<file path="config.mk">
export PLATFORM = sky130hd
export DESIGN_NAME = microcode_sequencer
export DESIGN_NICKNAME = d
export VERILOG_FILES = /design/src/rtl/microcode_sequencer.sv
export SDC_FILE = /design/constraint.sdc
export NUM_CORES = 1
export LEC_CHECK = 0
export BUFFER_PORTS_ARGS = -buffer_cell sky130_fd_sc_hd__buf_4
export CORE_UTILIZATION = 29
export DETAILED_ROUTE_END_ITERATION = 7
export GPL_TIMING_DRIVEN = 0
export PLACE_DENSITY_LB_ADDON = 0.1
export SETUP_SLACK_MARGIN = 0.02
export SLEW_MARGIN = 20
export SYNTH_ARGS = -nofsm -noshare
export SYNTH_HDL_FRONTEND = slang
export SYNTH_SLANG_ARGS = --single-unit
</file>
<file path="constraint.sdc">
create_clock -name clk -period 1.3 [get_ports clk]
set_input_delay 0.065 -clock clk [delete_from_list [all_inputs] [get_ports clk]]
set_output_delay 0.065 -clock clk [all_outputs]
set_load 0.01 [all_outputs]
</file>
<file path="src/rtl/microcode_sequencer.sv">
// Microcode sequencer: walks microsteps of the current opcode through an external
// microcode ROM. Optional single-step gating is enabled by MICROCODE_SEQUENCER_SINGLE_STEP_EN.
module microcode_sequencer #(
    parameter logic [31:0] IDLE_CW = 32'h17FF58FF,
    parameter int          SR_BIT  = 28,
    parameter int          HLT_BIT = 29
) (
    input  logic        clk,
    input  logic        rst,
    input  logic [7:0]  opcode,
    input  logic [3:0]  flags,
    input  logic [31:0] urom_data,
    input  logic        resume,
`ifdef MICROCODE_SEQUENCER_SINGLE_STEP_EN
    input  logic        step_req,
`endif
    output logic [14:0] uaddr,
    output logic [31:0] control_word,
    output logic        ctrlen,
    output logic [2:0]  step,
    output logic        halted,
    output logic        fault
);

    typedef enum logic [1:0] {
        ST_INIT = 2'd0,
        ST_RUN  = 2'd1,
        ST_HALT = 2'd2
    } state_t;

    // Sequencing bits are consumed here and never reach the CPU.
    localparam logic [31:0] SEQ_MASK  = (32'd1 << SR_BIT) | (32'd1 << HLT_BIT);
    localparam logic [31:0] KEEP_MASK = ~SEQ_MASK;

    state_t     state_q, state_d;
    logic [2:0] step_q,  step_d;
    logic       fault_q, fault_d;
    logic       halted_q, halted_d;
    logic       ctrlen_q, ctrlen_d;
    logic       advance;

`ifdef MICROCODE_SEQUENCER_SINGLE_STEP_EN
    assign advance = step_req;
`else
    assign advance = 1'b1;
`endif

    always_comb begin
        state_d = state_q;
        step_d  = step_q;
        fault_d = fault_q;
        case (state_q)
            ST_INIT: begin
                state_d = ST_RUN;
                step_d  = 3'd0;
            end
            ST_RUN: begin
                if (advance) begin
                    if (urom_data[HLT_BIT]) begin
                        state_d = ST_HALT;
                        step_d  = 3'd0;
                    end else if (urom_data[SR_BIT]) begin
                        step_d = 3'd0;
                    end else if (step_q == 3'd7) begin
                        // Ran off the end of the step space without an SR word.
                        step_d  = 3'd0;
                        fault_d = 1'b1;
                    end else begin
                        step_d = step_q + 3'd1;
                    end
                end
            end
            ST_HALT: begin
                if (resume) begin
                    state_d = ST_RUN;
                    step_d  = 3'd0;
                end
            end
            default: begin
                state_d = ST_INIT;
                step_d  = 3'd0;
            end
        endcase
        halted_d = (state_d == ST_HALT);
        ctrlen_d = (state_d == ST_RUN);
    end

    always_ff @(posedge clk or negedge rst) begin
        if (!rst) begin
            state_q  <= ST_INIT;
            step_q   <= 3'd0;
            fault_q  <= 1'b0;
            halted_q <= 1'b0;
            ctrlen_q <= 1'b0;
        end else begin
            state_q  <= state_d;
            step_q   <= step_d;
            fault_q  <= fault_d;
            halted_q <= halted_d;
            ctrlen_q <= ctrlen_d;
        end
    end

    assign uaddr        = {opcode, flags, step_q};
    assign control_word = ctrlen_q ? ((urom_data & KEEP_MASK) | (IDLE_CW & SEQ_MASK))
                                   : IDLE_CW;
    assign ctrlen       = ctrlen_q;
    assign step         = step_q;
    assign halted       = halted_q;
    assign fault        = fault_q;

endmodule

</file>
Word level (Yosys, flattened, before mapping)

Index checks and enable logic that the tools add are counted.

Input port bits: 47
Logic and storage cells: 25
Output and inout bits: 53
Bits in registers: 8

Bitwise logic cells: 2
$add $sub $neg: 1
Mux-type cells: 9
Reductions and logical operators: 2
Equal/unequal tests: 6

Operator list:

| kind                  | count |
|---|---|
| $mux W32              | 1 |
| $mux W3               | 4 |
| $pmux W2 S3           | 1 |
| $pmux W3 S2           | 1 |
| $eq A2 B1 Y1 const B  | 2 |
| $eq A2 B2 Y1 const B  | 2 |
| $mux W2               | 2 |
| $reduce_and A4 Y1     | 1 |
| $add A3 B1 Y3 const B | 1 |
| $eq A3 B3 Y1 const B  | 1 |
| $logic_not A2 Y1      | 1 |
| $ne A2 B2 Y1 const B  | 1 |
| $not A1 Y1            | 2 |

Logic depth before layout (Yosys ltp)

Depth after elaboration: 5
Gate-level depth with buffers: 4

Worst setup path after synthesis

OpenSTA, ideal clock, no wires.

Path kind: reg2reg
From: reg step_q[0], in the netlist step[0]
To: reg step_q[2], in the netlist step[2]
Cell stages (with the launch flop): 4
Data required time: 1179 ps
Data arrival time: 1072 ps
Setup slack: 107 ps
Library setup time: 121 ps
Path through: dfrtp_1 ha_1 ha_1 a22o_1

Longest elaborated chain between the ends: 5

RTL lines:

| item                                          | line   | RTL |
|---|---|---|
| start: declaration                            | 36     | `logic [2:0] step_q, step_d;` |
| start signal: assignment                      | 97     | `step_q <= step_d;` |
| $add A3 B1 Y3 or $eq A3 B3 Y1 (tied branches) | 69, 64 |  |
| $mux W3 (*)                                   | 64     | `end else if (step_q == 3'd7) begin` |
| $mux W3 (*)                                   | 62     | `end else if (urom_data[SR_BIT]) begin` |
| $mux W3 (*)                                   | 59     | `if (urom_data[HLT_BIT]) begin` |
| $pmux W3 S2 (*)                               | 52     | `case (state_q)` |

Mark *: on every way between the ends. The rest lies on a longest branch, timed or not.
A chain may end at the register's enable or synchronous reset.

Final worst setup path

Same ends and word-level chain as after synthesis.

==> metrics.md <==
| Metric | Value |
|---|---|
| Status | `finished clean` |
| Crit-path max cell delay | `roughly 0.4 ns` |
| CTS clock-pin slew for the worst setup and hold paths | `about 0.05 ns` |
| Synth top area cells | `dfrtp_1 29%, nand2b_1 20%, buf_4 19%, and2_1 7.3%, ha_1 3.7%` |
| WL final | `approximately 1900 um` |
| Worst Path Required | `about 1.4 ns` |
| Std-Cell Rows | `17` |
| Vias in the first global route | `639` |
| Mapped Area | `~680 sq um` |
| Die span in y | `about 51 um` |
| Clk sinks | `8` |
| LEAKAGE | `around 0.00078 uW` |
| CTS root buffer | `clkbuf_4` |
| RSZ-0062 raised after global routing | `false` |
| Worst r2r path cells | `3` |
| Layout area overhead | `104%` |
| Final net count | `around 220` |
| Initial antenna violation count | `0` |
| Fill count | `about 200` |
| Critical path class | `flop to flop` |
| Min-Delay Path Depth | `3` |
| Tot GR Track Use | `0.137` |
| Max-cap violations | `0` |
| Sequential area share after synthesis | `0.293` |
| Routability cong. | `roughly 0.61` |
| Setup crit start kind | `flop` |
| Final Cycle Share | `0.906` |
| Initial DRC count | `1` |
| Critical path endpoint category | `flop` |
| Syn nets | `between 100 and 150` |
| Grt ovf | `0` |
| Synth unique cells | `18` |
| Vias/cell | `4.06` |
| Post-route DRC | `0` |
| First-pass GRT wire length | `~2700 um` |
| Fin cells | `between 150 and 200` |
| CP cell instances | `ha_1 -> ha_1 -> a22o_1` |
| Core ar. | `between 2000 and 2500 sq um` |
| Post-route ant nets | `0` |
| Placed cell count | `between 150 and 200` |
| # diodes | `0` |
| Post-CTS setup buffer count | `0` |
| DP Wirelength | `around 1700 um` |
| Share of cells above drive strength 1 | `0.667` |
| Setup violators final | `0` |
| Crit-path slowest cell | `dfrtp_1` |
| Post-detailed-route wirelength per cell | `about 10 um` |
| Worst Path Max Fanout | `4` |
| H-tree depth | `1` |
| Worst-skew pair later-pin latency | `0.24 ns` |
| Vias | `783` |
| I/O pin cnt | `100` |
| Max-slew violations | `0` |
| Die width | `just over 50 um` |
| Die area | `2550 sq um` |
| Clk buf depth | `2` |
| Critical path arrival | `about 1.3 ns` |
| Setup Skew | `0.000721 ns` |
| Fin Setup TNS | `0 ns` |
| Synth area leader | `dfrtp_1` |
| Num CTS Buffers | `3` |
| Pin count of the biggest net entering global routing | `11` |
| Final hold viol count | `0` |
| Initial Util | `0.309` |
| CTS tree | `built` |
| Most frequent cell on the critical path | `ha_1` |
| #FFs+latches synth | `8` |
| Tmin final | `1.18 ns` |
| # port buffers | `85` |
| Synth warn | `0` |
| Peak VDD IR | `approximately 920 uV` |
| Top cell type's share of synthesized area | `0.293` |
| Achievable Freq | `between 800 and 900 MHz` |
| Worst hold path class | `input port to flop` |
| Pwr dens | `roughly 1300 nW/um^2` |
| Syn_area_per_cell | `8.99 sq um` |
| Cells after synthesis | `76` |
| First-pass DRT Iterations | `2` |
[sequential cells by signal, indices dropped and copies added (netlist names)]
signal / flops
halted: 1
ctrlen: 1
fault: 1
state_q: 2
step: 3
[cells in the final DEF (no fill, tap or decap)]
cell | Yosys | layout
buf_4 | 17 | 102
nand2b_1 | 22 | 22
and2_1 | 8 | 8
dfrtp_1 | 8 | 8
clkbuf_2 | 0 | 3
clkbuf_4 | 0 | 3
o21bai_1 | 2 | 2
inv_1 | 2 | 2
a21oi_1 | 2 | 2
ha_1 | 2 | 2
conb_1 | 2 | 2
nand2_1 | 1 | 1
nor3b_4 | 1 | 1
o21a_1 | 1 | 1
nor4b_4 | 1 | 1
a32o_1 | 1 | 1
a22o_1 | 1 | 1
a21o_1 | 1 | 1
mux2_1 | 1 | 1
dlygate4sd3_1 | 0 | 1
[worst max-delay path: cells and delay by family (launching register included)]
kind            cells  cell delay (ns)
fa+ha+maj           2             0.47
flops               1             0.41
compound gates      1             0.19
[layout make-up]
class	instances	area (sq um)	area share
repair buffers	86	648	0.465
plain buffers	20	143	0.102
well taps	28	35.0	0.0252
multi-input cells	46	337	0.242
clock buffers	3	22.5	0.0162
inverters	2	7.51	0.00539
flip-flops and latches	8	200	0.144
[worst paths after layout]
check | from | end | slack (ns)
worst max-delay path | step[0]$_DFFE_PN0P_ | step[2]$_DFFE_PN0P_ | 0.12
worst min-delay path | resume | state_q[0]$_DFF_PN0_ | 0.10
worst max register to register | step[0]$_DFFE_PN0P_ | step[2]$_DFFE_PN0P_ | 0.12
worst min register to register | fault$_DFFE_PN0P_ | fault$_DFFE_PN0P_ | 0.46
max in group asynchronous | rst | halted$_DFF_PN0_ | 1.00
min in group asynchronous | rst | fault$_DFFE_PN0P_ | 0.18
[synthesized netlist by cell type]
cell,number
buf_4,17
a32o_1,1
conb_1,2
nand2_1,1
a22o_1,1
clkbuf_1,3
a21o_1,1
inv_1,2
a21oi_1,2
o21bai_1,2
nor4b_4,1
ha_1,2
nand2b_1,22
o21a_1,1
dfrtp_1,8
nor3b_4,1
and2_1,8
mux2_1,1
[repair_timing]
item,in CTS,in global routing
endpoints found under the hold margin,8,0
endpoints found under the setup margin,25,0
hold buffers,1,0
resized for setup,3,0
[cells by family after synthesis]
group	after synthesis	synth area share
AND/OR/NAND/NOR	33	0.342
buffers and inverters	22	0.214
AO/OA/AOI/OAI	8	0.0861
flip-flops	8	0.293
adder cells (fa/ha/maj)	2	0.0366
other	2	0.0110
multiplexers	1	0.0165
[metrics by stage]
stage,area (sq um),util,hold slack (ns),power [uW],setup slack (ns)
after global routing,1390,0.630,0.112,1930,0.0513
after global placement,1360,0.613,-0.114,1600,0.131
after detailed placement,1360,0.613,-0.114,1630,0.113
after floorplan,683,-,-0.231,966,0.107
after CTS,1390,0.630,0.0946,1820,0.0998
final,1390,0.630,0.101,1790,0.122
[routing by layer]
metal	track usage	wire (um)
met2	0.260	1020
met1	0.142	677
met3	0.0485	235
met4	0.0278	0
met5	0	0
[power by group]
part           switching [uW]  internal (uW)  leakage [uW]
clock network            73.8            105     0.0000138
logic                     536            677      0.000667
registers                83.4            317      0.000104
Power figures use the tool's default switching activity.
